===== config.mk =====
export PLATFORM = sky130hd
export DESIGN_NAME = spike_generator
export DESIGN_NICKNAME = d
export VERILOG_FILES = /design/src/rtl/spike_pkg.sv /design/src/rtl/spike_pulse_shaper.sv /design/src/rtl/spike_generator.sv
export SDC_FILE = /design/constraint.sdc
export NUM_CORES = 1
export LEC_CHECK = 0
export ABC_CLOCK_PERIOD_IN_PS = 6770
export CORE_MARGIN = 4
export CORE_UTILIZATION = 57
export DETAILED_ROUTE_END_ITERATION = 10
export PLACE_DENSITY = 0.89
export SETUP_SLACK_MARGIN = 0.15
export SYNTH_ARGS = -nofsm -noshare
export SYNTH_HDL_FRONTEND = slang
export SYNTH_SLANG_ARGS = --single-unit

===== constraint.sdc =====
create_clock -name clk -period 6.77 [get_ports clk]
set_input_delay 1.6925 -clock clk [delete_from_list [all_inputs] [get_ports clk]]
set_output_delay 1.6925 -clock clk [all_outputs]
set_load 0.01 [all_outputs]

===== src/rtl/spike_pkg.sv =====
// Shared types and widths for the spike generator: pulse and window FSM
// state encodings plus the spike-count width.
package spike_pkg;

  localparam int SPIKE_CNT_W = 32;

  typedef enum logic [1:0] {P_LOW, P_HIGH, P_GAP} pulse_state_t;
  typedef enum logic       {W_IDLE, W_RUN}        win_state_t;

endpackage


===== src/rtl/spike_pulse_shaper.sv =====
// Turns single-cycle due strobes into fixed-width spikes with an equal low gap,
// queueing excess strobes in a saturating pending counter.
module spike_pulse_shaper
  import spike_pkg::*;
#(
  parameter int PULSE_CYCLES = 200,
  parameter int PEND_W       = 8
) (
  input  logic                   clk,
  input  logic                   reset,
  input  logic                   i_due,
  input  logic                   i_win_tick,
  output logic                   o_spike,
  output logic [PEND_W-1:0]      o_pending,
  output logic                   o_overflow,
  output logic [SPIKE_CNT_W-1:0] o_emit_cnt,
  output pulse_state_t           o_state
);

  localparam int PC_W = (PULSE_CYCLES > 1) ? $clog2(PULSE_CYCLES) : 1;
  localparam logic [PC_W-1:0]   PC_LAST  = PC_W'(PULSE_CYCLES - 1);
  localparam logic [PEND_W-1:0] PEND_MAX = '1;

  pulse_state_t           r_state;
  logic [PC_W-1:0]        r_hold_cnt;
  logic [PEND_W-1:0]      r_pending;
  logic                   r_overflow;
  logic                   r_spike;
  logic [SPIKE_CNT_W-1:0] r_win_emit;
  logic [SPIKE_CNT_W-1:0] r_emit_cnt;

  logic w_work;
  logic w_hold_done;
  logic w_start;

  assign w_work      = (r_pending != '0) | i_due;
  assign w_hold_done = (r_hold_cnt == PC_LAST);
  // The last GAP cycle may launch the next spike directly, giving a 2*PULSE_CYCLES period.
  assign w_start     = w_work & ((r_state == P_LOW) | ((r_state == P_GAP) & w_hold_done));

  always_ff @(posedge clk) begin
    if (reset) begin
      r_state    <= P_LOW;
      r_hold_cnt <= '0;
      r_pending  <= '0;
      r_overflow <= 1'b0;
      r_spike    <= 1'b0;
      r_win_emit <= '0;
      r_emit_cnt <= '0;
    end else begin
      case (r_state)
        P_LOW: begin
          if (w_start) begin
            r_state    <= P_HIGH;
            r_spike    <= 1'b1;
            r_hold_cnt <= '0;
          end
        end
        P_HIGH: begin
          if (w_hold_done) begin
            r_state    <= P_GAP;
            r_spike    <= 1'b0;
            r_hold_cnt <= '0;
          end else begin
            r_hold_cnt <= r_hold_cnt + 1'b1;
          end
        end
        P_GAP: begin
          if (w_hold_done) begin
            r_hold_cnt <= '0;
            if (w_start) begin
              r_state <= P_HIGH;
              r_spike <= 1'b1;
            end else begin
              r_state <= P_LOW;
            end
          end else begin
            r_hold_cnt <= r_hold_cnt + 1'b1;
          end
        end
        default: begin
          r_state <= P_LOW;
          r_spike <= 1'b0;
        end
      endcase

      if (i_due && !w_start) begin
        if (r_pending == PEND_MAX) r_overflow <= 1'b1;
        else                       r_pending  <= r_pending + 1'b1;
      end else if (!i_due && w_start) begin
        r_pending <= r_pending - 1'b1;
      end

      // A spike launched on the tick cycle belongs to the window that tick opens.
      if (i_win_tick) begin
        r_emit_cnt <= r_win_emit;
        r_win_emit <= {{(SPIKE_CNT_W-1){1'b0}}, w_start};
      end else if (w_start) begin
        r_win_emit <= r_win_emit + 1'b1;
      end
    end
  end

  assign o_spike    = r_spike;
  assign o_pending  = r_pending;
  assign o_overflow = r_overflow;
  assign o_emit_cnt = r_emit_cnt;
  assign o_state    = r_state;

endmodule


===== src/rtl/spike_generator.sv =====
// Rate-to-spike-train converter: a DDA spreads cnt_in spikes across each slow_clk window.
// Optional SPIKE_GEN_WINDOW_MEAS_EN measures the tick interval and uses it as the window length.
module spike_generator
  import spike_pkg::*;
#(
  parameter int PULSE_CYCLES   = 200,
  parameter int DEFAULT_WINDOW = 200000,
  parameter int PEND_W         = 8
) (
  input  logic                   clk,
  input  logic                   reset,
  input  logic                   slow_clk,
  input  logic [SPIKE_CNT_W-1:0] cnt_in,
  output logic                   spike,
  output logic [SPIKE_CNT_W-1:0] emit_cnt,
  output logic [PEND_W-1:0]      pending,
  output logic                   overflow,
  output logic [SPIKE_CNT_W-1:0] window_len,
  output win_state_t             dbg_win_state,
  output pulse_state_t           dbg_pulse_state
);

  localparam logic [SPIKE_CNT_W-1:0] DEF_WL = SPIKE_CNT_W'(DEFAULT_WINDOW);

  logic                   r_sync_meta;
  logic                   r_sync;
  logic                   r_sync_d;
  win_state_t             r_win_state;
  logic [SPIKE_CNT_W-1:0] r_rate;
  logic [SPIKE_CNT_W-1:0] r_acc;

  logic                   w_win_tick;
  logic                   w_due;
  logic [SPIKE_CNT_W:0]   w_acc_next;
  logic [SPIKE_CNT_W:0]   w_acc_wrap;
  logic [SPIKE_CNT_W-1:0] w_window_len;

  assign w_win_tick = r_sync & ~r_sync_d;
  assign w_acc_next = {1'b0, r_acc} + {1'b0, r_rate};
  assign w_acc_wrap = w_acc_next - {1'b0, w_window_len};
  // A tick in the same cycle suppresses due; the accumulator restarts instead.
  assign w_due      = (r_win_state == W_RUN) & ~w_win_tick &
                      (w_acc_next >= {1'b0, w_window_len});

  always_ff @(posedge clk) begin
    if (reset) begin
      r_sync_meta <= 1'b0;
      r_sync      <= 1'b0;
      r_sync_d    <= 1'b0;
      r_win_state <= W_IDLE;
      r_rate      <= '0;
      r_acc       <= '0;
    end else begin
      r_sync_meta <= slow_clk;
      r_sync      <= r_sync_meta;
      r_sync_d    <= r_sync;
      if (w_win_tick) begin
        r_win_state <= W_RUN;
        r_rate      <= (cnt_in < w_window_len) ? cnt_in : w_window_len;
        r_acc       <= '0;
      end else if (r_win_state == W_RUN) begin
        r_acc <= w_due ? w_acc_wrap[SPIKE_CNT_W-1:0] : w_acc_next[SPIKE_CNT_W-1:0];
      end
    end
  end

`ifdef SPIKE_GEN_WINDOW_MEAS_EN
  logic [SPIKE_CNT_W-1:0] r_meas_cnt;
  logic [SPIKE_CNT_W-1:0] r_window_len;

  // r_meas_cnt holds the cycles elapsed since the previous tick, saturating.
  always_ff @(posedge clk) begin
    if (reset) begin
      r_meas_cnt   <= '0;
      r_window_len <= DEF_WL;
    end else if (w_win_tick) begin
      r_meas_cnt <= SPIKE_CNT_W'(1);
      if ((r_win_state == W_RUN) && (r_meas_cnt != '0)) r_window_len <= r_meas_cnt;
    end else if (r_meas_cnt != '1) begin
      r_meas_cnt <= r_meas_cnt + 1'b1;
    end
  end

  assign w_window_len = r_window_len;
`else
  assign w_window_len = DEF_WL;
`endif

  spike_pulse_shaper #(
    .PULSE_CYCLES(PULSE_CYCLES),
    .PEND_W      (PEND_W)
  ) u_shaper (
    .clk       (clk),
    .reset     (reset),
    .i_due     (w_due),
    .i_win_tick(w_win_tick),
    .o_spike   (spike),
    .o_pending (pending),
    .o_overflow(overflow),
    .o_emit_cnt(emit_cnt),
    .o_state   (dbg_pulse_state)
  );

  assign window_len    = w_window_len;
  assign dbg_win_state = r_win_state;

endmodule


==> impl_metrics.toml, run 1 <==
[grt]
grt_max_degree = 66
antenna_found_initial = 0
grt_use_total = 0.276
grt_pass1_wl_um = 42000
grt_pass1_vias = 8421
overflow = 0

[cts]
cts_root_buffer = "clkbuf_16"
ctsResizeCount = 0
cts.sinks = 152
htreeDepth = 4
cts-buffers-inserted = 17
hold_buffers = 0
cts_tree = "done"
clkLatencyLatePin_ns = 0.44
clock_path_buffers = 2
postCtsSetupBuffers = 0
clk_pin_slew_ns = 0.07

[pwr]
pwr-share-clk = 0.368
power_leakage_nw = 4.12
seqPwrFrac = 0.371
netSwitchingPower_mw = 0.910
p_int_mw = 1.80
cellPowerDensity_nw_per_um2 = 250
p_sw_frac = 0.336
pwr-share-comb = 0.261
ir_worst_vdd_mv = 0.232

[floorplanning]
die_x_um = 137
ios = 112
dieArea_sq_um = 18800
core_area_sq_um = 16100
start_util = 0.588
dieHeight_um = 137
rows = 46

[synthesis]
synth.top_cell.area_share = 0.321
synth-adder-area-share = 0.0663
async_flop_share = 0
synth_mux_area_frac = 0.0172
synthCells = 1179
yosysTopAreaCell = "dfxtp_1"
synth_most_common_cell = "dfxtp_1"
ys_top_cells_by_count = "dfxtp_1, nand2_1, a21oi_1"
yosysWarningCount = 0
synth-seq-area-share = 0.321
synth-edff-count = 0
synth-xor-area-share = 0.0499
synthesis.area_sq_um = 9480
synth_top_family_by_area = "compound AO/OA/AOI/OAI gates"
synth_compound_area_frac = 0.260
yosys-top-cells-area = "dfxtp_1, a21oi_1, ha_1, nand2_1, o21ai_0"
avgSynthCellArea_sq_um = 8.04
yosys.cell_types.count = 88
synthSimpleGateAreaFrac = 0.216
synth-main-ff-cell = "dfxtp_1"
ys_ff_latch = 152

[setup_path]
rr_worst_depth = 27
r2r_slack_ns = 0.77
cp-start-kind = "flip-flop"
path_max_fanout = 20
critPathRequiredTime_ns = 7.09
worstSetupPathType = "flip-flop to flip-flop"
r2r_end = "u_shaper.o_pending[7]"
cp.arrival_ns = 6.32
reg2reg_from = "r_rate[4]"
cp-startpoint = "r_rate[4]"
cp-end-kind = "flip-flop"

[drt]
top_layer_used = "met4"
viasPerCell = 6.26
met1_length_um = 11500
drt-pass1-iter-count = 5
vias = 9074
wl_um = 25800
drt_iter0_drc = 895
drc = 0
met2_wirelength_um = 12100
wl_per_cell_um = 17.8
ant_nets = 0
dr_wl_met3_um = 1670

[layout]
n_antenna_cell = 0
syn_to_final_growth_pct = 14.3
design_area_sq_um = 10800
fin_nets = 1305
num-fill-cells = 1351
drive_gt1_frac = 0.0673

[sta]
finalMaxSlewViolations = 0
fin_crit_sh = 0.886
fmax_mhz = 167
hold_ws_ns = 0.453
skew_ns = 0.0108
period_needed_ns = 6.00
fin_setup_tns_ns = 0
rsz0062_at_grt = "false"
slew_headroom = 0.266
tightest_slew_ns = 1.10
finalHoldViolations = 0
setup_viol = 0

[min_path]
holdPathStages = 2
min_from = "u_shaper.o_emit_cnt[5]"
min_to = "u_shaper.o_emit_cnt[5]"
holdCritPathClass = "flip-flop to flip-flop"

[placement]
io_buffers = 79
postPlaceCellArea_sq_um = 10200
dpl.hpwl_um = 18000
finalWeightedCongestion = 1.01

[flow_run]
cap_violations = 0

[outcome]
status = "finished clean"
==> per-stage QoR <==
step	instances	setup slack, ns	utilization	power [mW]
2_1_floorplan	1209	1.46	-	1.52
3_5_place_dp	1418	0.944	0.635	1.71
6_report	1450	0.774	0.672	2.71
4_1_cts	1450	0.897	0.672	2.69
3_3_place_gp	1418	1.15	0.635	1.69
5_1_grt	1450	0.361	0.672	2.83
==> cells by family after synthesis <==
group                    Yosys count
buffers and inverters            134
AO/OA/AOI/OAI                    372
flip-flops                       152
multiplexers                      16
AND/OR/NAND/NOR                  400
other                              2
adder cells (fa/ha/maj)           49
XOR/XNOR                          54
==> flip-flops by register name (all words and copies together), names as in the netlist, 2 cells and up <==
register / cells
u_shaper.o_pending: 8
r_rate: 32
u_shaper.o_emit_cnt: 32
r_acc: 32
u_shaper.r_hold_cnt: 8
u_shaper.r_win_emit: 32
u_shaper.o_state: 2
==> power by group through the flow <==
| stage | clock network [mW] | registers [mW] | logic (mW) |
|---|---|---|---|
| finish | 0.997 | 1.00 | 0.706 |
| detailed placement | 0 | 1.02 | 0.687 |
| global placement | 0 | 1.02 | 0.673 |
| floorplan | 0 | 1.02 | 0.506 |
| global route | 1.03 | 1.01 | 0.783 |
| CTS | 0.997 | 1.00 | 0.694 |
==> per-layer routing <==
layer	track usage	up-vias
li1	-	4345
met1	0.375	4303
met2	0.444	373
met3	0.0537	53
met4	0.0881	0
met5	0	-
==> layout make-up <==
| cell class | instances | area [sq um] | share of cell area |
|---|---|---|---|
| well taps | 216 | 270 | 0.0249 |
| repair buffers | 90 | 868 | 0.0801 |
| flip-flops and latches | 152 | 3040 | 0.281 |
| inverters | 37 | 139 | 0.0128 |
| clock buffers | 17 | 425 | 0.0393 |
| multi-input cells | 923 | 5910 | 0.545 |
| clock inverters | 15 | 184 | 0.0170 |
==> how the worst max path moves through the flow <==
stage	cells after the start	to	slack, ns
floorplan	26	u_shaper.o_pending[7]	1.46
global placement	27	u_shaper.o_pending[7]	1.15
detailed placement	24	u_shaper.o_pending[7]	0.94
CTS	27	u_shaper.o_pending[7]	0.90
global route	28	u_shaper.o_pending[7]	0.36
finish	27	u_shaper.o_pending[7]	0.77
==> placed cells by master (no fill, tap or decap), types with 8 or more instances in the layout <==
| cell | Yosys | final |
|---|---|---|
| nor2_1 | 57 | 56 |
| buf_4 | 38 | 11 |
| o21ai_1 | 19 | 19 |
| a21oi_1 | 128 | 128 |
| o21ai_0 | 61 | 61 |
| xnor2_1 | 32 | 32 |
| a21o_1 | 14 | 14 |
| o31ai_1 | 11 | 11 |
| xor2_1 | 22 | 22 |
| nor3_1 | 24 | 24 |
| nor2b_1 | 12 | 11 |
| nand2_1 | 135 | 135 |
| clkbuf_16 | 0 | 17 |
| or3_1 | 24 | 24 |
| and3_1 | 31 | 31 |
| nand3_1 | 27 | 27 |
| clkdlybuf4s50_1 | 0 | 78 |
| o211ai_1 | 33 | 33 |
| nand4_1 | 15 | 15 |
| dfxtp_1 | 152 | 151 |
| a22o_1 | 11 | 11 |
| mux2i_1 | 14 | 14 |
| nor4_1 | 17 | 17 |
| ha_1 | 47 | 47 |
| inv_1 | 37 | 37 |
| conb_1 | 2 | 32 |
| and2_1 | 13 | 13 |
| o2111ai_1 | 8 | 8 |
==> worst max-delay path: stages (launching register included) <==
cell,delay (ns)
dfxtp_1,0.31
ha_1,0.40
and2_4,0.20
a221oi_4,0.35
a21oi_1,0.15
a21boi_1,0.20
xnor2_1,0.16
inv_1,0.12
ha_1,0.15
nand2_1,0.05
nor4_1,0.19
nand3_1,0.16
nor4_1,0.41
o211a_1,0.23
nor3_1,0.10
a21oi_2,0.16
buf_4,0.26
nand2_1,0.24
ha_1,0.36
a21o_1,0.17
a21o_1,0.19
a21o_1,0.18
a21oi_1,0.26
o21bai_1,0.11
a21oi_1,0.15
inv_1,0.07
o31ai_2,0.19
mux2_1,0.34
Power figures use the tool's default switching activity.
==> run 2, diff against run 1 <==
--- a/config.mk
+++ b/config.mk
@@ -8,6 +8,7 @@
 export ABC_CLOCK_PERIOD_IN_PS = 6770
 export CORE_MARGIN = 4
 export CORE_UTILIZATION = 57
+export CTS_CLUSTER_SIZE = 10
 export DETAILED_ROUTE_END_ITERATION = 10
 export PLACE_DENSITY = 0.89
 export SETUP_SLACK_MARGIN = 0.15
==> results of run 2 <==
No change in the layout: final DEF, timing and power equal those of run 1.
==> run 3, diff against run 2 <==
--- a/config.mk
+++ b/config.mk
@@ -11,6 +11,7 @@
 export CTS_CLUSTER_SIZE = 10
 export DETAILED_ROUTE_END_ITERATION = 10
 export PLACE_DENSITY = 0.89
+export REMOVE_ABC_BUFFERS = 1
 export SETUP_SLACK_MARGIN = 0.15
 export SYNTH_ARGS = -nofsm -noshare
 export SYNTH_HDL_FRONTEND = slang
==> impl_metrics.toml, run 3 (synthesized netlist as in run 1, its figures left out) <==
[layout]
design_area_sq_um = 10800
final_common_cell = "dfxtp_1"
post-route-util = 0.671
layout_common_cells = "dfxtp_1, nand2_1, a21oi_1"
fin_nets = 1305
n_antenna_cell = 0
drive_gt1_frac = 0.0656
layoutNonFillerInstCount = 1450
syn_to_final_growth_pct = 14.0

[sta]
fin_setup_tns_ns = 0
period_needed_ns = 6.06
tightest_slew_ns = 1.04
finalHoldViolations = 0
fmax_mhz = 165
hold_ws_ns = 0.453
fin_crit_sh = 0.895
rsz0062_at_grt = "false"
finalMaxSlewViolations = 0
skew_ns = 0.0110
slew_headroom = 0.303
setup_viol = 0

[cts]
clkLatencyLatePin_ns = 0.44
cts-buffers-inserted = 17
clock_path_buffers = 2
cts_root_buffer = "clkbuf_16"
cts_tree = "done"
clk_pin_slew_ns = 0.06
hold_buffers = 0
htreeDepth = 4
postCtsSetupBuffers = 0
ctsResizeCount = 0
cts.sinks = 152

[drt]
vias = 9038
wl_per_cell_um = 17.3
ant_nets = 0
viasPerCell = 6.23
drt-pass1-iter-count = 5
drt_iter0_drc = 846
wl_um = 25100
drc = 0

[setup_path]
cp.arrival_ns = 6.38
reg2reg_from = "r_rate[4]"
rr_worst_depth = 27
endpoint = "u_shaper.o_pending[7]"
r2r_end = "u_shaper.o_pending[7]"
worstSetupPathType = "flip-flop to flip-flop"
crit_path_top_delay_cell = "nor4_1"
max_stage_delay_ns = 0.59
r2r_slack_ns = 0.71
cp-start-kind = "flip-flop"
cp-startpoint = "r_rate[4]"
critPathRequiredTime_ns = 7.09
cp-end-kind = "flip-flop"
path_max_fanout = 20

[grt]
antenna_found_initial = 0
grt_use_total = 0.267
grt_pass1_wl_um = 40800
overflow = 0
grt_pass1_vias = 8527
grt_max_degree = 64

[pwr]
power_leakage_nw = 4.09
p_int_mw = 1.78
pwr-share-comb = 0.264
netSwitchingPower_mw = 0.864
pwr-share-clk = 0.357
p_sw_frac = 0.326
seqPwrFrac = 0.379
ir_worst_vdd_mv = 0.234
cellPowerDensity_nw_per_um2 = 245

[placement]
dpl.cell_count = 1418
io_buffers = 79
postPlaceCellArea_sq_um = 10200
finalWeightedCongestion = 0.931
dpl.hpwl_um = 17400

[floorplanning]
core_area_sq_um = 16100
dieArea_sq_um = 18800
dieHeight_um = 137
die_x_um = 137
start_util = 0.588
rows = 46
ios = 112

[outcome]
status = "finished clean"

[flow_run]
cap_violations = 0

[min_path]
holdCritPathClass = "flip-flop to flip-flop"
-- run 3: through the flow --
stage	total power, mW	setup slack [ns]
after floorplan	1.49	1.30
after global placement	1.69	0.942
after detailed placement	1.70	0.800
after CTS	2.65	0.766
after global routing	2.78	0.205
final	2.65	0.708
-- run 3: cell type report --
| class | instances | area (sq um) |
|---|---|---|
| Tap cell | 216 | 270 |
| Clock buffer | 19 | 433 |
| Fill cell | 1316 | 5310 |
| Inverter | 37 | 139 |
| Sequential cell | 152 | 3040 |
| Multi-Input combinational cell | 923 | 5910 |
| Clock inverter | 13 | 146 |
| Timing Repair Buffer | 90 | 868 |
-- run 3: how the worst min path moves through the flow --
stage / start / endpoint / slack, ns / cells past startpoint
6_report: u_shaper.o_emit_cnt[11] / u_shaper.o_emit_cnt[11] / 0.45 / 2
5_1_grt: r_sync_meta / r_sync / 0.48 / 1
4_1_cts: u_shaper.o_emit_cnt[10] / u_shaper.o_emit_cnt[10] / 0.45 / 2
3_5_place_dp: u_shaper.o_emit_cnt[10] / u_shaper.o_emit_cnt[10] / 0.45 / 2
3_3_place_gp: u_shaper.o_emit_cnt[11] / u_shaper.o_emit_cnt[11] / 0.44 / 2
2_1_floorplan: r_sync_meta / r_sync / 0.41 / 1
-- run 3: routing by layer --
metal,routed length [um],global-route usage,share of wire,vias to the layer above
met5,0,0,0,-
met4,595,0.0981,0.024,0
met3,1840,0.0522,0.073,62
met2,11800,0.438,0.47,359
met1,10800,0.348,0.43,4289
li1,-,-,-,4328
-- run 3: power by group through the flow --
| stage | clock, mW | combinational, mW | sequential (mW) |
|---|---|---|---|
| 6_report | 0.945 | 0.698 | 1.00 |
| 5_1_grt | 0.991 | 0.774 | 1.01 |
| 4_1_cts | 0.954 | 0.692 | 1.00 |
| 3_5_place_dp | 0 | 0.680 | 1.02 |
| 3_3_place_gp | 0 | 0.666 | 1.02 |
| 2_1_floorplan | 0 | 0.473 | 1.02 |
-- run 3: worst max-delay path, delay by kind of cell, from the launching register on --
| kind | cells | cell delay, ns |
|---|---|---|
| XOR/XNOR | 1 | 0.14 |
| flip-flops | 1 | 0.31 |
| AO/OA/AOI/OAI | 12 | 2.29 |
| adder cells (fa/ha/maj) | 3 | 0.89 |
| multiplexers | 1 | 0.35 |
| AND/OR/NAND/NOR | 7 | 1.51 |
| buffers and inverters | 3 | 0.44 |
==> RTL change: new RTL, flow settings as in run 3 <==
One comparison of `r_hold_cnt` changes from == to >=.
--- a/src/rtl/spike_pulse_shaper.sv
+++ b/src/rtl/spike_pulse_shaper.sv
@@ -36,3 +36,3 @@
   assign w_work      = (r_pending != '0) | i_due;
-  assign w_hold_done = (r_hold_cnt == PC_LAST);
+  assign w_hold_done = (r_hold_cnt >= PC_LAST);
   // The last GAP cycle may launch the next spike directly, giving a 2*PULSE_CYCLES period.
Check against the original RTL: same outputs for any inputs over 4 cycles, from zero or initial values and one cycle with reset high; that may be too few to reach the edited logic, so the function may still have changed.
==> RTL change against run 3 <==
  * Area after synthesis is 5.5% lower
  * Combinational power is 0.7% higher
  * Die area is 5.2% lower
  * Power is 1.5% lower
  * Final area is 4.8% lower
  * Routed wire length is 12% lower
  * Worst setup slack better by 32 ps
  * Sequential cell count stayed put
  * Synthesized cell count is 6.3% lower
  * Count of clock-buffer cells in the layout is 1 higher
  * Critical path type unchanged
  * Highest routed layer unchanged
==> RTL change: results (changes against run 3) <==
- The proportion of layout cells with a drive suffix above 1 is 0.0566 (-0.00908).
- The H-tree depth reported by CTS came to 4 (unchanged).
- The count of port buffers added during placement is 79 (unchanged).
- The overall track demand over capacity in global routing is 0.248 (-0.0185).
- The signal arrival time at the worst endpoint was 6360 ps (-20 ps).
- The largest individual stage delay along the critical path comes from the cell fa_1.
- The required time at the worst-slack endpoint is 7100 ps (about the same).
- The library cell occupying the most area in the post-synthesis netlist is dfxtp_1.
- The total number of yosys warnings is 0 (unchanged).
- The maximum vdd drop came to 0.236 mV (+0.83%).
- The post-cts resize count came to 0 (unchanged).
- The number of buffers on the longest clock path was 2 (unchanged).
- The leakage component of the power is 4.09 nW (about the same).
- The violation count after the first detailed-routing iteration is 683 (-19%).
- The via count came to 8106 (-10%).
- For the worst-skew pair, the clock arrives at the later sink with an insertion delay of 430 ps.
- The portion of the post-synthesis area used by sequential elements is 0.340 (+0.0186).
- The number of buffers created by CTS came to 17 (unchanged).
- The wire length of the first global-routing pass is 36.8 mm (-9.8%).
- The final routed wire length divided by cell count is 16.1 um (-6.9%).
- The internal reg-to-reg setup slack is 740 ps (+30 ps).
- The class of the worst hold path is reg -> reg.
- The async set or reset register ratio after synthesis was 0 (unchanged).
- The post-placement cell count came to 1346 (-5.1%).
- The flow ran to the end, and the final reports show no timing, DRC or antenna violations.
- The clock skew after layout is 11.6 ps (+0.549 ps).
- The synthesized area divided by synthesized cell count came to 8.11 um2 (+0.85%).
- The number of distinct library cell variants in the gate-level netlist after synthesis is 71 (-19%).
- The worst register-to-register path ends at u_shaper.o_pending[7].
- The final routed wirelength across all metal layers was 22.2 mm (-12%).
- The initial antenna violation count came to 0 (unchanged).
- The number of buffers inserted to repair setup after CTS is 0 (unchanged).
- In this run the worst setup path terminates at u_shaper.o_pending[7].
- The headroom to the max-slew limit is 0.414 (+0.110).
- The detailed-routing iteration count for the pre-antenna-repair pass is 5 (unchanged).
- The largest net degree at the start of global routing is 62 (-3.1%).
- Ranked by instance count, the synthesized netlist is headed by dfxtp_1 (152), nand2_1 (126), a21oi_1 (100).
- The delay of the slowest cell on the worst path is 380 ps (-210 ps).
- After clock tree synthesis, the clock-pin slew on the worst setup and hold paths is 70 ps.
- The launching point of the worst reg2reg path is r_rate[0].
- The number of inserted diodes was 0 (unchanged).
- The final-layout fill cell count is 1197 (-9.0%).
- The area of placed instances is 9720 um2 (-5.0%).
- The weighted congestion reported at the end of routability-driven placement is 0.965 (+3.6%).
- By area the synthesized netlist is led by dfxtp_1 (34%), ha_1 (6.6%), xnor2_1 (5.8%), a21oi_1 (5.6%), nand2_1 (5.3%).
- The switching share of total power is 0.331 (+0.00464).
- The worst setup timing slack at the placement stage was 794 ps (-5.86 ps).
- The maximum fanout encountered on the critical timing path was 7 (-65%).
- The via count of the first global-routing pass is 7627 (-11%).
- The cell at the root of the clock tree is clkbuf_16.
- The post-layout net count came to 1238 (-5.1%).
- STA classifies the critical path startpoint as a flop.
- The count of cells along the worst register-to-register path came to 28 (+3.7%).
- The half-perimeter wire length after detailed placement was 15.2 mm (-12%).
==> RTL change: cell count changes in the layout (fill, tap and decap cells not counted), sizes merged, moves of 7 or more <==
cell and change:
nand3 -7, or3 -17, nor2 +41, xnor2 +27, o21ai -23, nand2 -9
a21oi -30, nor3 +10, o211ai -26, nand3b +9
==> RTL change: logic make-up (layout without fill, tap and decap cells) <==
family / after synthesis / in the layout / synth area share
DFF: 152 / 152 / 0.340
xor gates and xnor gates: 81 / 81 / 0.0792
and+or+nand+nor: 420 / 420 / 0.230
muxes: 16 / 16 / 0.0194
adders and majority gates: 49 / 49 / 0.0701
AOI/OAI and AO/OA: 271 / 271 / 0.195
other: 2 / 32 / 0.000838
buffers and inverters: 114 / 146 / 0.0656
==> RTL change: power by group through the flow <==
stage | clock network [mW] | logic (mW) | registers, mW
floorplan | 0 | 0.474 | 1.01
global placement | 0 | 0.673 | 1.01
detailed placement | 0 | 0.688 | 1.01
CTS | 0.927 | 0.697 | 0.989
global route | 0.965 | 0.777 | 0.996
finish | 0.916 | 0.703 | 0.990
==> RTL change: cell type report <==
cell class | instances | area (um2) | area share
clock buffers | 20 | 467 | 0.0454
flip-flops and latches | 152 | 3040 | 0.296
repair buffers | 87 | 846 | 0.0822
multi-input cells | 869 | 5460 | 0.531
clock inverters | 12 | 105 | 0.0102
well taps | 211 | 264 | 0.0257
inverters | 27 | 101 | 0.00985
==> RTL change: how the worst min path moves through the flow <==
stage / from / end / slack [ps] / depth (start not counted)
after floorplan: r_sync_meta / r_sync / 410 / 1
after global placement: u_shaper.o_emit_cnt[9] / u_shaper.o_emit_cnt[9] / 440 / 2
after CTS: u_shaper.o_emit_cnt[20] / u_shaper.o_emit_cnt[20] / 460 / 2
final: u_shaper.o_emit_cnt[20] / u_shaper.o_emit_cnt[20] / 450 / 2
after detailed placement: u_shaper.o_emit_cnt[20] / u_shaper.o_emit_cnt[20] / 450 / 2
after global routing: u_shaper.o_emit_cnt[12] / u_shaper.o_emit_cnt[12] / 480 / 2
==> RTL change: critical path: cells and delay by family, from the launching register on <==
kind	cells	cell delay [ps]
adder cells (fa/ha/maj)	4	1140
XOR/XNOR	2	540
flip-flops	1	330
AND/OR/NAND/NOR	10	1700
AO/OA/AOI/OAI	11	2150
buffers and inverters	1	60
==> RTL change: routing by layer <==
metal | track usage | up-vias | wire (um)
met4 | 0.0777 | 0 | 344
met3 | 0.0570 | 27 | 1620
li1 | - | 3973 | -
met2 | 0.410 | 283 | 10500
met5 | 0 | - | 0
met1 | 0.324 | 3823 | 9710
